File: config.mk
export PLATFORM = sky130hd
export DESIGN_NAME = dds_freq_meter
export DESIGN_NICKNAME = d
export VERILOG_FILES = /design/src/rtl/dds_pkg.sv /design/src/rtl/dds_cross_det.sv /design/src/rtl/dds_freq_meter.sv
export SDC_FILE = /design/constraint.sdc
export NUM_CORES = 1
export LEC_CHECK = 0
export CAP_MARGIN = 20
export CORE_MARGIN = 2
export CORE_UTILIZATION = 39
export CTS_CLUSTER_DIAMETER = 200
export DETAILED_ROUTE_END_ITERATION = 8
export DONT_BUFFER_PORTS = 1
export PLACE_DENSITY_LB_ADDON = 0.08
export SLEW_MARGIN = 10
export SYNTH_ARGS = -nofsm -noshare
export SYNTH_HDL_FRONTEND = slang
export SYNTH_SLANG_ARGS = --single-unit
File: constraint.sdc
create_clock -name clk -period 2.9 [get_ports clk]
set_input_delay 0.58 -clock clk [delete_from_list [all_inputs] [get_ports clk]]
set_output_delay 0.58 -clock clk [all_outputs]
set_load 0.005 [all_outputs]
File: src/rtl/dds_pkg.sv
// -----------------------------------------------------------------------------
// dds_pkg
// Shared constants and types for the DDS receive-side monitors.
//   SAMPLE_W : width of the offset-binary waveform sample
//   MID      : mid-scale code of the sample
//   K_W      : width of the DDS tuning word
//   state_e  : measurement FSM states of the frequency meter
// -----------------------------------------------------------------------------
package dds_pkg;
    localparam int SAMPLE_W = 10;
    localparam int MID      = 512;
    localparam int K_W      = 32;

    typedef enum logic [1:0] {
        IDLE = 2'd0,
        ARM  = 2'd1,
        GATE = 2'd2,
        DONE = 2'd3
    } state_e;
endpackage

File: src/rtl/dds_cross_det.sv
// -----------------------------------------------------------------------------
// dds_cross_det
// Registers the incoming sample once, then runs a two-state Schmitt detector
// around mid-scale. A one-cycle xing pulse marks each rising crossing of the
// upper threshold; falling through the lower threshold re-arms silently.
// Ports:
//   clk       in  system clock
//   rst       in  synchronous active-high reset (detector returns to HIGH)
//   sample_in in  SAMPLE_W-bit unsigned offset-binary sample
//   xing      out one-cycle rising-crossing pulse, two cycles after the sample
// -----------------------------------------------------------------------------
module dds_cross_det
    import dds_pkg::*;
#(
    parameter int HYST = 16
) (
    input  logic                clk,
    input  logic                rst,
    input  logic [SAMPLE_W-1:0] sample_in,
    output logic                xing
);
    localparam logic [31:0] HI_TH = 32'(MID + HYST);
    localparam logic [31:0] LO_TH = 32'(MID - HYST);

    logic [SAMPLE_W-1:0] sample_q;
    logic                high_q;
    logic                xing_q;
    logic [31:0]         sample_ext;

    assign sample_ext = 32'(sample_q);

    // Starting in HIGH means a waveform has to visit the low band before its
    // first crossing can be reported, so a reset during a high plateau does
    // not produce a spurious edge.
    always_ff @(posedge clk) begin
        if (rst) begin
            sample_q <= '0;
            high_q   <= 1'b1;
            xing_q   <= 1'b0;
        end else begin
            sample_q <= sample_in;
            xing_q   <= 1'b0;
            if (!high_q && (sample_ext >= HI_TH)) begin
                high_q <= 1'b1;
                xing_q <= 1'b1;
            end else if (high_q && (sample_ext < LO_TH)) begin
                high_q <= 1'b0;
            end
        end
    end

    assign xing = xing_q;
endmodule

File: src/rtl/dds_freq_meter.sv
// -----------------------------------------------------------------------------
// dds_freq_meter
// Gate-time frequency meter: aligns a 2^GATE_LOG2-clock gate to a rising
// mid-scale crossing, counts crossings inside the gate and reports the
// equivalent DDS tuning word plus the last crossing-to-crossing period.
// Ports:
//   clk, rst    clock and synchronous active-high reset
//   start       begin a measurement (honoured only while idle)
//   sample_in   SAMPLE_W-bit offset-binary waveform sample, one per clock
//   busy        high while arming, gating or holding a result
//   res_valid   result available; held until res_ready
//   res_ready   result accepted on res_valid && res_ready
//   k_est       estimated tuning word
//   cross_cnt   rising crossings counted in the gate (saturating)
//   period_cyc  clocks between the last two counted crossings
//   timeout     no crossing seen while arming
// -----------------------------------------------------------------------------
module dds_freq_meter
    import dds_pkg::*;
#(
    parameter int GATE_LOG2 = 16,
    parameter int HYST      = 16
) (
    input  logic                 clk,
    input  logic                 rst,
    input  logic                 start,
    input  logic [SAMPLE_W-1:0]  sample_in,
    output logic                 busy,
    output logic                 res_valid,
    input  logic                 res_ready,
    output logic [K_W-1:0]       k_est,
    output logic [GATE_LOG2-1:0] cross_cnt,
    output logic [31:0]          period_cyc,
    output logic                 timeout
);
    state_e               state_q, state_d;
    logic                 xing;
    logic [GATE_LOG2-1:0] cnt_q;
    logic [GATE_LOG2-1:0] cross_q, cross_d;
    logic [31:0]          per_q;
    logic [31:0]          period_q;
    logic [K_W-1:0]       k_q;
    logic                 timeout_q;
    logic                 cnt_last;

    dds_cross_det #(
        .HYST      (HYST)
    ) u_cross_det (
        .clk       (clk),
        .rst       (rst),
        .sample_in (sample_in),
        .xing      (xing)
    );

    // cnt_q runs 0..2^GATE_LOG2-1 across both ARM and GATE, so all-ones marks
    // the 2^GATE_LOG2-th cycle of either phase.
    assign cnt_last = (cnt_q == '1);

    // State register
    always_ff @(posedge clk) begin
        if (rst) begin
            state_q <= IDLE;
        end else begin
            state_q <= state_d;
        end
    end

    // Next-state logic
    always_comb begin
        state_d = state_q;
        case (state_q)
            IDLE: if (start) state_d = ARM;
            ARM: begin
                if (xing) begin
                    state_d = GATE;
                end else if (cnt_last) begin
                    state_d = DONE;
                end
            end
            GATE: if (cnt_last) state_d = DONE;
            DONE: if (res_ready) state_d = IDLE;
            default: state_d = IDLE;
        endcase
    end

    // Output logic
    always_comb begin
        busy      = (state_q != IDLE);
        res_valid = (state_q == DONE);
    end

    // Saturating crossing count; includes a crossing on the final gate cycle.
    always_comb begin
        cross_d = cross_q;
        if ((state_q == GATE) && xing && (cross_q != '1)) begin
            cross_d = cross_q + 1'b1;
        end
    end

    always_ff @(posedge clk) begin
        if (rst) begin
            cnt_q     <= '0;
            cross_q   <= '0;
            per_q     <= '0;
            period_q  <= '0;
            k_q       <= '0;
            timeout_q <= 1'b0;
        end else begin
            case (state_q)
                IDLE: begin
                    if (start) begin
                        cnt_q     <= '0;
                        cross_q   <= '0;
                        per_q     <= '0;
                        period_q  <= '0;
                        k_q       <= '0;
                        timeout_q <= 1'b0;
                    end
                end
                ARM: begin
                    if (xing) begin
                        cnt_q <= '0;
                    end else if (cnt_last) begin
                        timeout_q <= 1'b1;
                    end else begin
                        cnt_q <= cnt_q + 1'b1;
                    end
                end
                GATE: begin
                    cnt_q   <= cnt_q + 1'b1;
                    cross_q <= cross_d;
                    // Reload with 1 so the value seen at the next crossing
                    // equals the clocks elapsed since this one.
                    per_q   <= xing ? 32'd1 : per_q + 32'd1;
                    if (xing && (cross_q != '0)) begin
                        period_q <= per_q;
                    end
                    // k = count * 2^32 / 2^GATE_LOG2, i.e. a plain left shift.
                    if (cnt_last) begin
                        k_q <= {cross_d, {(K_W-GATE_LOG2){1'b0}}};
                    end
                end
                default: ;
            endcase
        end
    end

    assign k_est      = k_q;
    assign cross_cnt  = cross_q;
    assign period_cyc = period_q;
    assign timeout    = timeout_q;
endmodule

==> metrics.md, run 1 <==
| Metric | Value |
|---|---|
| Status | finished clean |
| Postcts setup bufs | 0 |
| Max Root-Sink Buffers | 2 |
| Layout cells sized above 1 | ~8.6% |
| Area growth, synth to finish | 10.7% |
| Post-synth top area cell | dfxtp_1 |
| Via count | approximately 5,400 |
| Min-Delay Path Depth | 1 |
| IO Port Bufs | 0 |
| Seq/Total Area, Yosys | 40.9% |
| Met1 Track Usage GR | 27.2% |
| I/O pin count | 97 |
| Final ANT Viol Nets | 0 |
| Root Driver | clkbuf_16 |
| Number of enable flip-flop cells after synthesis | 0 |
| Period utilisation layout | 85.0% |
| CORE AREA | 15,100 um2 |
| Relative slew slack | 55.3% |
| Most Used Layer, Global Route | met2 |
| Slew @ Worst Pin | 670 ps |
| RePlAce Congestion | between 0.8 and 0.9 |
| Pleak | 2.18 nW |
| CP Max Fanout | 15 |
| Gr ovfl total | 0 |
| Synth top area share | 40.9% |
| CP startpoint kind | register |
| Synth Flop Type | dfxtp_1 |
| Critical path type | register to register |
| Hold-fix buffers, CTS | 0 |
| Diodes inserted | 0 |
| Most common cell in the netlist | dfxtp_1 |
| Clock sinks | 123 |
| Met3 Use GR | 5.72% |
| Drt first pass iters | 5 |
| Die height | 128 um |
| Post-cts sizing count | 0 |
| Crit path DAT | 2810 ps |
| Largest net degree at the start of global routing | 83 |
| Clock latency at the later pin of the worst-skew pair | 410 ps |
| Fill count | 1,507 |
| Total CTS buffers | 17 |
| Worst Clk Skew | 7.01 ps |
| Slew Viols, Final | 0 |
| Data required, critical path | between 3000 and 4000 ps |
| GRT met2 Usage | 28.2% |
| HP Start | rst |
| Die footprint | 16,400 um2 |
| Worst Hold Class | input port to register |
| DRC | 0 |
| Final setup fails | 0 |
| Total negative slack | 0 ps |
| Hold Violations, Final | 0 |
| Synth area leaders | dfxtp_1, nand3_1, a21oi_1 |
| Reg2reg end | cross_cnt[3] |
| DP HPWL | 10,200 um |
| Top post-synthesis cells by count | dfxtp_1, nand3_1, a21oi_1, nand2_1, nor2_1 |
| Vias in the first global route | 4,983 |
| Hold Crit Endpoint | period_cyc[0] |
| Wire length per cell | about 17 um |
| First-pass GRT wire length | 25,700 um |
| Distinct cells, synth | 58 |
| Initial DRC count | between 300 and 400 |
| Avg Synthesized Cell Area | 8.11 um2 |
| Via density | 5.81 |
| Min Tclk post-route | 2470 ps |
| RSZ-0062 raised after global routing | false |
| H-tree depth | 4 |
| Row count | 45 |
| Total GRT Usage | 19.5% |
| Final Core Density | roughly 44% |
| Worst Reg-to-Reg Cells | 6 |
| Initial Utilization | 39.7% |
| Setup crit end kind | register |
| Synth Warn # | 0 |
| Cell area after layout | 6670 um2 |
| Reg clk slew, reported paths | 60 ps |
| DRT Wirelength | roughly 16,000 um |
| Reg-to-Reg Start | state_q[1] |
| CTS tree | built |
| #FFs+latches synth | 123 |
| Mapped Area | 6020 um2 |
| Worst VDD drop | 0.402 mV |
| # nets final | 745 |
| FF-to-FF setup slack | 430 ps |
| Max Clk Rate | 0.405 GHz |
| Cell Area, Placed | 6080 um2 |
| Initial antenna violation count | 0 |
| Asr flop ratio synth | 0% |
| Max capacitance violation total | 0 |
| Power per Cell Area | 586 nW/um2 |
| Synth Instances | 742 |
| Die W | 128 um |
sequential cells by signal (all words and copies together) (netlist names):
register              count
cnt_q                    16
cross_cnt                16
k_est                    16
per_q                    32
period_cyc               32
state_q                   2
timeout                   1
u_cross_det.high_q        1
u_cross_det.sample_q      6
u_cross_det.xing          1
critical path, stage by stage, from the launching register on:
cell	delay (ps)
dfxtp_1	380
inv_1	110
ha_1	270
mux2_2	480
nand2_1	380
or4_1	610
a31oi_1	160
layer usage:
layer | wire (um) | part of all wire (%)
met1 | 7550 | 48
met2 | 6740 | 43
met3 | 1080 | 6.9
met4 | 216 | 1.4
met5 | 0 | 0
worst max path at each step:
| stage | start | end | slack [ps] | cells past startpoint |
|---|---|---|---|---|
| after global routing | state_q[1] | per_q[21] | 270 | 7 |
| after global placement | state_q[0] | cross_cnt[3] | 510 | 6 |
| after detailed placement | state_q[1] | cross_cnt[3] | 440 | 6 |
| after floorplan | cnt_q[0] | k_est[21] | 940 | 7 |
| final | state_q[1] | cross_cnt[3] | 430 | 6 |
| after CTS | state_q[1] | cross_cnt[3] | 430 | 6 |
cell families (layout without fill, tap and decap cells):
logic type               count (synthesis)  in the layout  share of synthesized area (%)
AND/OR/NAND/NOR                        334            334                           30.2
AO/OA/AOI/OAI                          169            169                           16.5
flip-flops                             123            123                           40.9
buffers and inverters                   76             55                           5.99
XOR/XNOR                                28             28                           4.07
adder cells (fa/ha/maj)                  8              8                           1.66
multiplexers                             3              3                          0.520
other                                    1             16                         0.0623
layout by cell type, fill, tap and decap left out, types with 8 or more instances in the layout:
master,n
a21oi_1,73
and4_1,11
a31oi_1,15
nor2b_1,12
conb_1,16
nand4_1,30
and3_1,12
nor3_1,14
xor2_1,17
or3_1,23
inv_1,11
o21ai_0,37
nand2_1,73
clkbuf_16,17
nor2_1,41
dfxtp_1,123
xnor2_1,11
buf_4,11
o2bb2ai_1,14
or4_1,8
nand3_1,74
cell type report:
| cell class | count | area [um2] | share of cell area (%) |
|---|---|---|---|
| Multi-Input combinational cell | 558 | 3260 | 48.9 |
| Clock inverter | 11 | 93.8 | 1.41 |
| Inverter | 11 | 41.3 | 0.619 |
| Timing Repair Buffer | 12 | 93.8 | 1.41 |
| Sequential cell | 123 | 2460 | 36.9 |
| Clock buffer | 21 | 480 | 7.21 |
| Tap cell | 188 | 235 | 3.53 |
per-stage QoR:
stage	setup WS [ps]	hold slack, ps	instances	power, mW
2_1_floorplan	944	402	757	1.89
3_3_place_gp	505	412	891	1.90
3_5_place_dp	435	421	891	1.90
4_1_cts	428	215	923	3.95
5_1_grt	266	217	924	4.04
6_report	434	232	924	3.90
where the power goes:
group,switching (mW),internal (mW)
logic,0.120,0.0388
clock network,0.773,1.26
registers,0.0101,1.70
total,0.903,3.00
(Power assumes the default switching activity.)
==> run 2, diff against run 1 <==
--- a/config.mk
+++ b/config.mk
@@ -12,6 +12,7 @@
 export DETAILED_ROUTE_END_ITERATION = 8
 export DONT_BUFFER_PORTS = 1
 export PLACE_DENSITY_LB_ADDON = 0.08
+export SKIP_CTS_REPAIR_TIMING = 1
 export SLEW_MARGIN = 10
 export SYNTH_ARGS = -nofsm -noshare
 export SYNTH_HDL_FRONTEND = slang
==> results of run 2 <==
Same layout as run 1: the final DEF is identical, and so are final timing and power.
